<file path="config.mk">
export PLATFORM = sky130hd
export DESIGN_NAME = hazard_ctrl_param
export DESIGN_NICKNAME = d
export VERILOG_FILES = /design/src/rtl/diaosi_types_pkg.sv /design/src/rtl/hz_sat_counter.sv /design/src/rtl/hazard_ctrl_param.sv
export SDC_FILE = /design/constraint.sdc
export NUM_CORES = 1
export LEC_CHECK = 0
export ABC_AREA = 1
export CELL_PAD_IN_SITES_DETAIL_PLACEMENT = 0
export CELL_PAD_IN_SITES_GLOBAL_PLACEMENT = 1
export CORE_ASPECT_RATIO = 1.1
export CORE_MARGIN = 2
export CORE_UTILIZATION = 35
export DETAILED_ROUTE_END_ITERATION = 10
export GPL_TIMING_DRIVEN = 0
export HOLD_SLACK_MARGIN = 0.1
export PLACE_DENSITY_LB_ADDON = 0.1
export SLEW_MARGIN = 10
export SYNTH_ARGS = -nofsm -noshare
export SYNTH_HDL_FRONTEND = slang
export SYNTH_SLANG_ARGS = --single-unit
</file>
<file path="constraint.sdc">
create_clock -name CLK -period 2.9 [get_ports CLK]
set_input_delay 0.87 -clock CLK [delete_from_list [all_inputs] [get_ports CLK]]
set_output_delay 0.87 -clock CLK [all_outputs]
set_load 0.05 [all_outputs]
</file>
<file path="src/rtl/diaosi_types_pkg.sv">
// rtl/diaosi_types_pkg.sv - shared pipeline hazard types and latch indices
package diaosi_types_pkg;

    typedef enum logic [1:0] {
        RUN      = 2'd0,
        LU_STALL = 2'd1,
        MEM_WAIT = 2'd2
    } hz_state_t;

    localparam int IFID  = 0;
    localparam int IDEX  = 1;
    localparam int EXMEM = 2;
    localparam int MEMWB = 3;

    localparam logic [3:0] LATCH_ALL  = 4'b1111;
    localparam logic [3:0] LATCH_NONE = 4'b0000;

endpackage

</file>
<file path="src/rtl/hz_sat_counter.sv">
// rtl/hz_sat_counter.sv - saturating event counter with synchronous clear
module hz_sat_counter #(
    parameter int W = 32
) (
    input  logic         CLK,
    input  logic         RST,
    input  logic         inc,
    output logic [W-1:0] count
);

    always_ff @(posedge CLK) begin
        if (RST) begin
            count <= '0;
        end else if (inc && (count != {W{1'b1}})) begin
            count <= count + W'(1);
        end
    end

endmodule

</file>
<file path="src/rtl/hazard_ctrl_param.sv">
// rtl/hazard_ctrl_param.sv - 5-stage pipeline hazard controller with stall FSM and perf counters
module hazard_ctrl_param
    import diaosi_types_pkg::*;
#(
    parameter int REG_W         = 5,
    parameter int LOAD_BUBBLES  = 1,
    parameter int RESOLVE_STAGE = 2,
    parameter int CNT_W         = 32
) (
    input  logic             CLK,
    input  logic             RST,
    input  logic             ihit,
    input  logic             dhit,
    input  logic             dmem_req,
    input  logic             xfer_taken,
    input  logic [REG_W-1:0] id_rs,
    input  logic [REG_W-1:0] id_rt,
    input  logic             id_uses_rt,
    input  logic             ex_memread,
    input  logic [REG_W-1:0] ex_wsel,
    output logic             pc_en,
    output logic [3:0]       latch_en,
    output logic [3:0]       latch_flush,
    output logic [1:0]       hz_state,
    output logic [CNT_W-1:0] stall_cnt,
    output logic [CNT_W-1:0] flush_cnt
);

    localparam logic [1:0] BUBBLES_M1 = 2'(LOAD_BUBBLES - 1);
    localparam logic [3:0] XFER_FLUSH = (RESOLVE_STAGE == 1) ? 4'b0001 : 4'b0011;

    hz_state_t  state, state_nxt;
    hz_state_t  saved, saved_nxt;
    hz_state_t  eff_state;
    logic [1:0] bcnt, bcnt_nxt;
    logic       lu_hit;
    logic       freeze;
    logic       flush_inc;
    logic       stall_inc;

    assign lu_hit = ex_memread && (ex_wsel != '0) &&
                    ((ex_wsel == id_rs) || (id_uses_rt && (ex_wsel == id_rt)));
    assign freeze = dmem_req && !dhit;

    // While frozen, decisions are made as if the pre-freeze state were current.
    assign eff_state = (state == MEM_WAIT) ? saved : state;

    always_comb begin
        pc_en       = 1'b1;
        latch_en    = LATCH_ALL;
        latch_flush = LATCH_NONE;
        state_nxt   = eff_state;
        saved_nxt   = saved;
        bcnt_nxt    = bcnt;
        flush_inc   = 1'b0;

        if (RST) begin
            pc_en       = 1'b0;
            latch_flush = LATCH_ALL;
            state_nxt   = RUN;
            saved_nxt   = RUN;
            bcnt_nxt    = 2'd0;
        end else if (freeze) begin
            pc_en     = 1'b0;
            latch_en  = LATCH_NONE;
            state_nxt = MEM_WAIT;
            if (state != MEM_WAIT) begin
                saved_nxt = state;
            end
        end else if (xfer_taken && ihit) begin
            latch_flush = XFER_FLUSH;
            state_nxt   = RUN;
            bcnt_nxt    = 2'd0;
            flush_inc   = 1'b1;
        end else if ((eff_state == LU_STALL) || ((eff_state == RUN) && lu_hit)) begin
            pc_en              = 1'b0;
            latch_en[IFID]     = 1'b0;
            latch_flush[IDEX]  = 1'b1;
            if (eff_state == RUN) begin
                if (LOAD_BUBBLES > 1) begin
                    state_nxt = LU_STALL;
                    bcnt_nxt  = BUBBLES_M1;
                end
            end else begin
                bcnt_nxt  = (bcnt == 2'd0) ? 2'd0 : bcnt - 2'd1;
                state_nxt = (bcnt <= 2'd1) ? RUN : LU_STALL;
            end
        end else if (!ihit) begin
            pc_en             = 1'b0;
            latch_flush[IFID] = 1'b1;
        end
    end

    always_ff @(posedge CLK) begin
        if (RST) begin
            state <= RUN;
            saved <= RUN;
            bcnt  <= 2'd0;
        end else begin
            state <= state_nxt;
            saved <= saved_nxt;
            bcnt  <= bcnt_nxt;
        end
    end

    assign hz_state  = state;
    assign stall_inc = !RST && !pc_en;

    hz_sat_counter #(.W(CNT_W)) u_stall_cnt (
        .CLK   (CLK),
        .RST   (RST),
        .inc   (stall_inc),
        .count (stall_cnt)
    );

    hz_sat_counter #(.W(CNT_W)) u_flush_cnt (
        .CLK   (CLK),
        .RST   (RST),
        .inc   (flush_inc),
        .count (flush_cnt)
    );

endmodule

</file>
Yosys cells after proc, flatten, opt, wreduce, memory -nomap -nowiden
Index checks and enable logic that the tools add are counted.

word-level totals
  output and inout bits = 75
  input port bits = 23
  register bits = 70
  logic and storage cells = 69

cells by class
  mux-type cells = 29
  $lt $le $gt $ge = 1
  reduce and logical (&&, ||, !) cells = 21
  bitwise logic cells = 1
  add/subtract/negate cells = 3
  equal/unequal tests = 8

operator list
  operator               number
  $add 32x1->32 const B  2
  $ne 32x32->1 const B   2
  $mux 2                 11
  $mux 1                 15
  $eq 5x5->1             2
  $logic_and 1x1->1      9
  $mux 4                 2
  $reduce_bool 5->1      1
  $logic_not 2->1        2
  $ne 2x2->1 const B     2
  $logic_not 1->1        3
  $mux 3                 1
  $reduce_and 3->1       1
  $reduce_or 3->1        1
  $eq 2x1->1 const B     1
  $eq 2x2->1 const B     1
  $le 2x1->1 const B     1
  $logic_or 1x1->1       2
  $reduce_and 2->1       1
  $reduce_bool 2->1      1
  $sub 2x1->2 const B    1
  $not 1->1              1

Longest topological paths before layout
  depth in word-level cells = 13
  depth in mapped cells = 15
  depth with buffers taken out = 14

Modules after synthesis
Synthesis repeated with hierarchy kept, for this count alone.

second synthesis, totals
  cell total of the unflattened synthesis = 766
  area, all modules = 4733.3 µm²

modules (own cells, without submodules)
  module             times used  cells an instance  area an instance (µm²)  seq. area each (µm²)
  hz_sat_counter     2           324                2062.0                  640.6
  hazard_ctrl_param  1           118                609.3                   120.1

Least setup slack after synthesis
No wires, ideal clock.

  path kind = input -> output
  start = in RST
  end = out latch_flush[0]
  stages on the path = 6
  arrival time = 2.839 ns
  path buffers = 2
  data required time = 2.030 ns
  setup slack = -0.809 ns
  cell sequence = clkbuf_1 inv_1 clkbuf_1 nand2_1 o21ai_0 a21oi_1

on the way
  cells in the longest elaborated chain, start to end = 1

ends and longest elaborated chain
  what                line                     source
  start: declaration  hazard_ctrl_param.sv:11  input logic RST,
  $mux 4              hazard_ctrl_param.sv:57  if (RST) begin
  end: declaration    hazard_ctrl_param.sv:23  output logic [3:0] latch_flush,

Every way passes these cells.

Worst setup path in the final report
  start = in dmem_req
  end = out latch_en[2]

on the way
  cells in the longest elaborated chain, start to end = 3

ends and longest elaborated chain
  what                line                     source
  start: declaration  hazard_ctrl_param.sv:14  input logic dmem_req,
  $logic_and 1x1->1   hazard_ctrl_param.sv:43  assign freeze = dmem_req && !dhit;
  $mux 3              hazard_ctrl_param.sv:63  end else if (freeze) begin
  $mux 4              hazard_ctrl_param.sv:57
  end: declaration    hazard_ctrl_param.sv:22  output logic [3:0] latch_en,

Every way passes these cells.

==> impl_results.md <==
- Fin nets: 850
- Vias per cell: 5.02
- Synth Flop Type: dfxtp_1
- Layout area overhead: 35.8%
- Post-Layout Cell Count: 982
- Worst path required time: 2.03 ns
- Reg2Reg Launch Point: u_stall_cnt.count[0]$_SDFFE_PP0P_
- Yosys warning total: 0
- N_diodes: 0
- Port Buffer Count: 97
- Top-count cell post-synth: nand2_1
- Register area share after synthesis: 31.9%
- Final instance area: between 0.005 and 0.006 sq mm
- Drt wl/cell: 14.6 microns
- Peak VDD IR: 0.195 mV
- Yosys top cell area share: 31.9%
- Fraction of layout cells with a size suffix above 1: ~12%
- Pins Over Slew Limit: 0
- Arrival @ worst endpoint: approximately 2.0 ns
- Worst Hold Path Cells: 2
- Fin. Hold Viols: 0
- Final Skew: 0.00916 ns
- RD Place Congestion: approximately 0.9
- CTS sink count: 70
- Dpl cells: 963
- Die W: around 110 microns
- Synth area leaders: dfxtp_1 (32%), nand2_1 (15%), inv_1 (9.6%)
- Register Area: about 0.0014 sq mm
- Leading area contributor after synthesis: dfxtp_1
- Maximum buffer depth of the clock tree: 2
- Async SR Flop Fraction: 0%
- Status: finished clean
- Final Util: about half
- EDFF count, synth: 0
- Rel. slew slack: approximately 53%
- Initial antenna violation count: 0
- Register bit total from synthesis: 70
- Number of global-route vias before repair: 4,591
- Crit. End Element: output port
- Initial core utilization: 36.2%
- Worst-margin pin slew: 0.698 ns
- Pwr/cell area: about 390 mW/mm^2
- Max Cap Viol: 0
- # rows: 42
- Die area: 0.0135 sq mm
- Synth cell types: 32
- Tcrit/Tclk final: around 100%
- WHS Endpoint: saved[1]$_SDFFE_PP0P_
- Worst Hold Launch: saved[1]$_SDFFE_PP0P_
- Synth cell count leaders: nand2_1 (180), inv_1 (112), nor2_1 (93)
- Reg clk slew, reported paths: 0.06 ns
- Multi-input gate area in the final layout: 0.00251 sq mm
- Startpoint Class: primary input
- Total routed wirelength: 14,400 microns
- Final Power: 2.31 mW
- Post-route setup TNS: 0 ns
- Post-Syn Nets: 737
- Area of the core: 0.0121 sq mm
- DR DRC count: 0
- HP Class: flip-flop to flip-flop
- Ports: 98
- Slack of the worst reg-to-reg path: 0.55 ns
- First-pass GRT wire length: approximately 23,000 microns
- R2R depth: 10
- Max frequency: roughly 0.35 GHz
- TritonCTS clock tree: yes
- Hold_buf cts: 0
- Mean Syn Cell Area: 6.18 sq um
- Clock period minus worst slack: 2.87 ns
- Fill count: 1,254
- Antenna Nets Post-Route: 0
- Grt total ovfl: 0
- Dpl hpwl: 11,000 microns
- End of the worst register-to-register path: u_stall_cnt.count[8]$_SDFFE_PP0P_
- Total Routing Usage GR: 21.3%
- Clk root buf: clkbuf_16
- Crit path kind: primary input to output port
- Die Ht: 122 microns
- Unrepaired setup endpoints after global routing: yes
- Area after DPL: 0.00559 sq mm
- Setup-failing EPs final: 0
- DR pass1 iterations: 5
- Post-Syn Area: 0.00440 sq mm
- Crit Path Max Fanout: 6
- Htree depth: 3
- Synth Instances: 712
- Cts bufs inserted: 9
- Leak pwr: 2.35 nW
- Clk_lat worst skew: between 0.3 and 0.4 ns
- Initial DRC count: ~300
- Largest net degree at the start of global routing: 12
- Vias: 4,933
timing repair:
| item | in CTS | in global routing |
|---|---|---|
| setup endpoints to repair | 9 | 7 |
| pin swaps | 15 | 14 |
| setup buffers | 3 | 2 |
| resized for setup | 140 | 26 |
flip-flops by register name (all words and copies together), names as in the netlist:
signal,flops
bcnt,2
saved,2
u_flush_cnt.count,32
hz_state,2
u_stall_cnt.count,32
where the power goes:
part | switching, mW | internal, mW | total, mW
clock network | 0.430 | 0.651 | 1.08
logic | 0.162 | 0.0948 | 0.257
registers | 0.00835 | 0.968 | 0.976
total | 0.600 | 1.71 | 2.31
placed cells by master (no fill, tap or decap), types with 3 or more instances in the layout:
master / n
nand4_1: 45
clkinv_2: 3
inv_2: 12
nand3_1: 37
clkbuf_1: 6
nand2_2: 9
clkdlybuf4s50_1: 68
buf_4: 14
nand2_1: 172
inv_1: 100
o21ai_0: 20
nor3_2: 4
a21oi_1: 40
xnor2_1: 10
nor3b_1: 5
nor3_1: 28
xor2_1: 15
dfxtp_1: 70
buf_6: 10
nand3_2: 5
nor2_1: 89
dlygate4sd2_1: 4
buf_2: 15
clkbuf_16: 11
nor4_1: 3
worst max-delay path by stage:
stage          startpoint             end  slack [ns]  cells past startpoint
4_1_cts          id_rs[4]     latch_en[0]       0.002                     10
2_1_floorplan         RST  latch_flush[0]      0.0005                      6
3_5_place_dp          RST           pc_en       -1.76                      8
3_3_place_gp          RST           pc_en       -1.77                      8
5_1_grt          dmem_req     latch_en[2]       -0.01                      6
6_report         dmem_req     latch_en[2]        0.03                      6
critical path: stages:
cell	delay, ns
clkdlybuf4s50_1	0.45
inv_1	0.06
nor2_4	0.20
nand2_4	0.10
buf_4	0.14
buf_4	0.18
cell type report:
cell class | instances | area share (%)
Clock inverter | 5 | 0.879
Buffer | 25 | 3.18
Inverter | 113 | 7.16
Clock buffer | 9 | 3.77
Sequential cell | 70 | 23.5
Tap cell | 154 | 3.22
Multi-Input combinational cell | 504 | 42.1
Timing Repair Buffer | 102 | 16.3
through the flow:
step / hold WS, ns / worst slack, ns
detailed placement: 0.456 / -1.76
global placement: 0.445 / -1.77
global route: 0.497 / -0.0141
finish: 0.461 / 0.0304
CTS: 0.464 / 0.00242
floorplan: 0.432 / 0.000461
metal layers:
metal	up-vias	wire [microns]	GRT usage, %
li1	2525	-	-
met1	2253	6040	25.0
met2	132	7300	38.5
met3	23	665	4.43
met4	0	348	8.13
met5	-	0	0
kinds of logic (layout without fill, tap and decap cells):
logic type,after synthesis,in the layout,synth area share [%]
compound gates,71,71,8.48
xor+xnor,25,25,4.98
fa+ha+maj,2,2,0.569
buf+inv,138,254,12.8
flops,70,70,31.9
simple gates,406,406,41.4
Power figures use the tool's default switching activity.
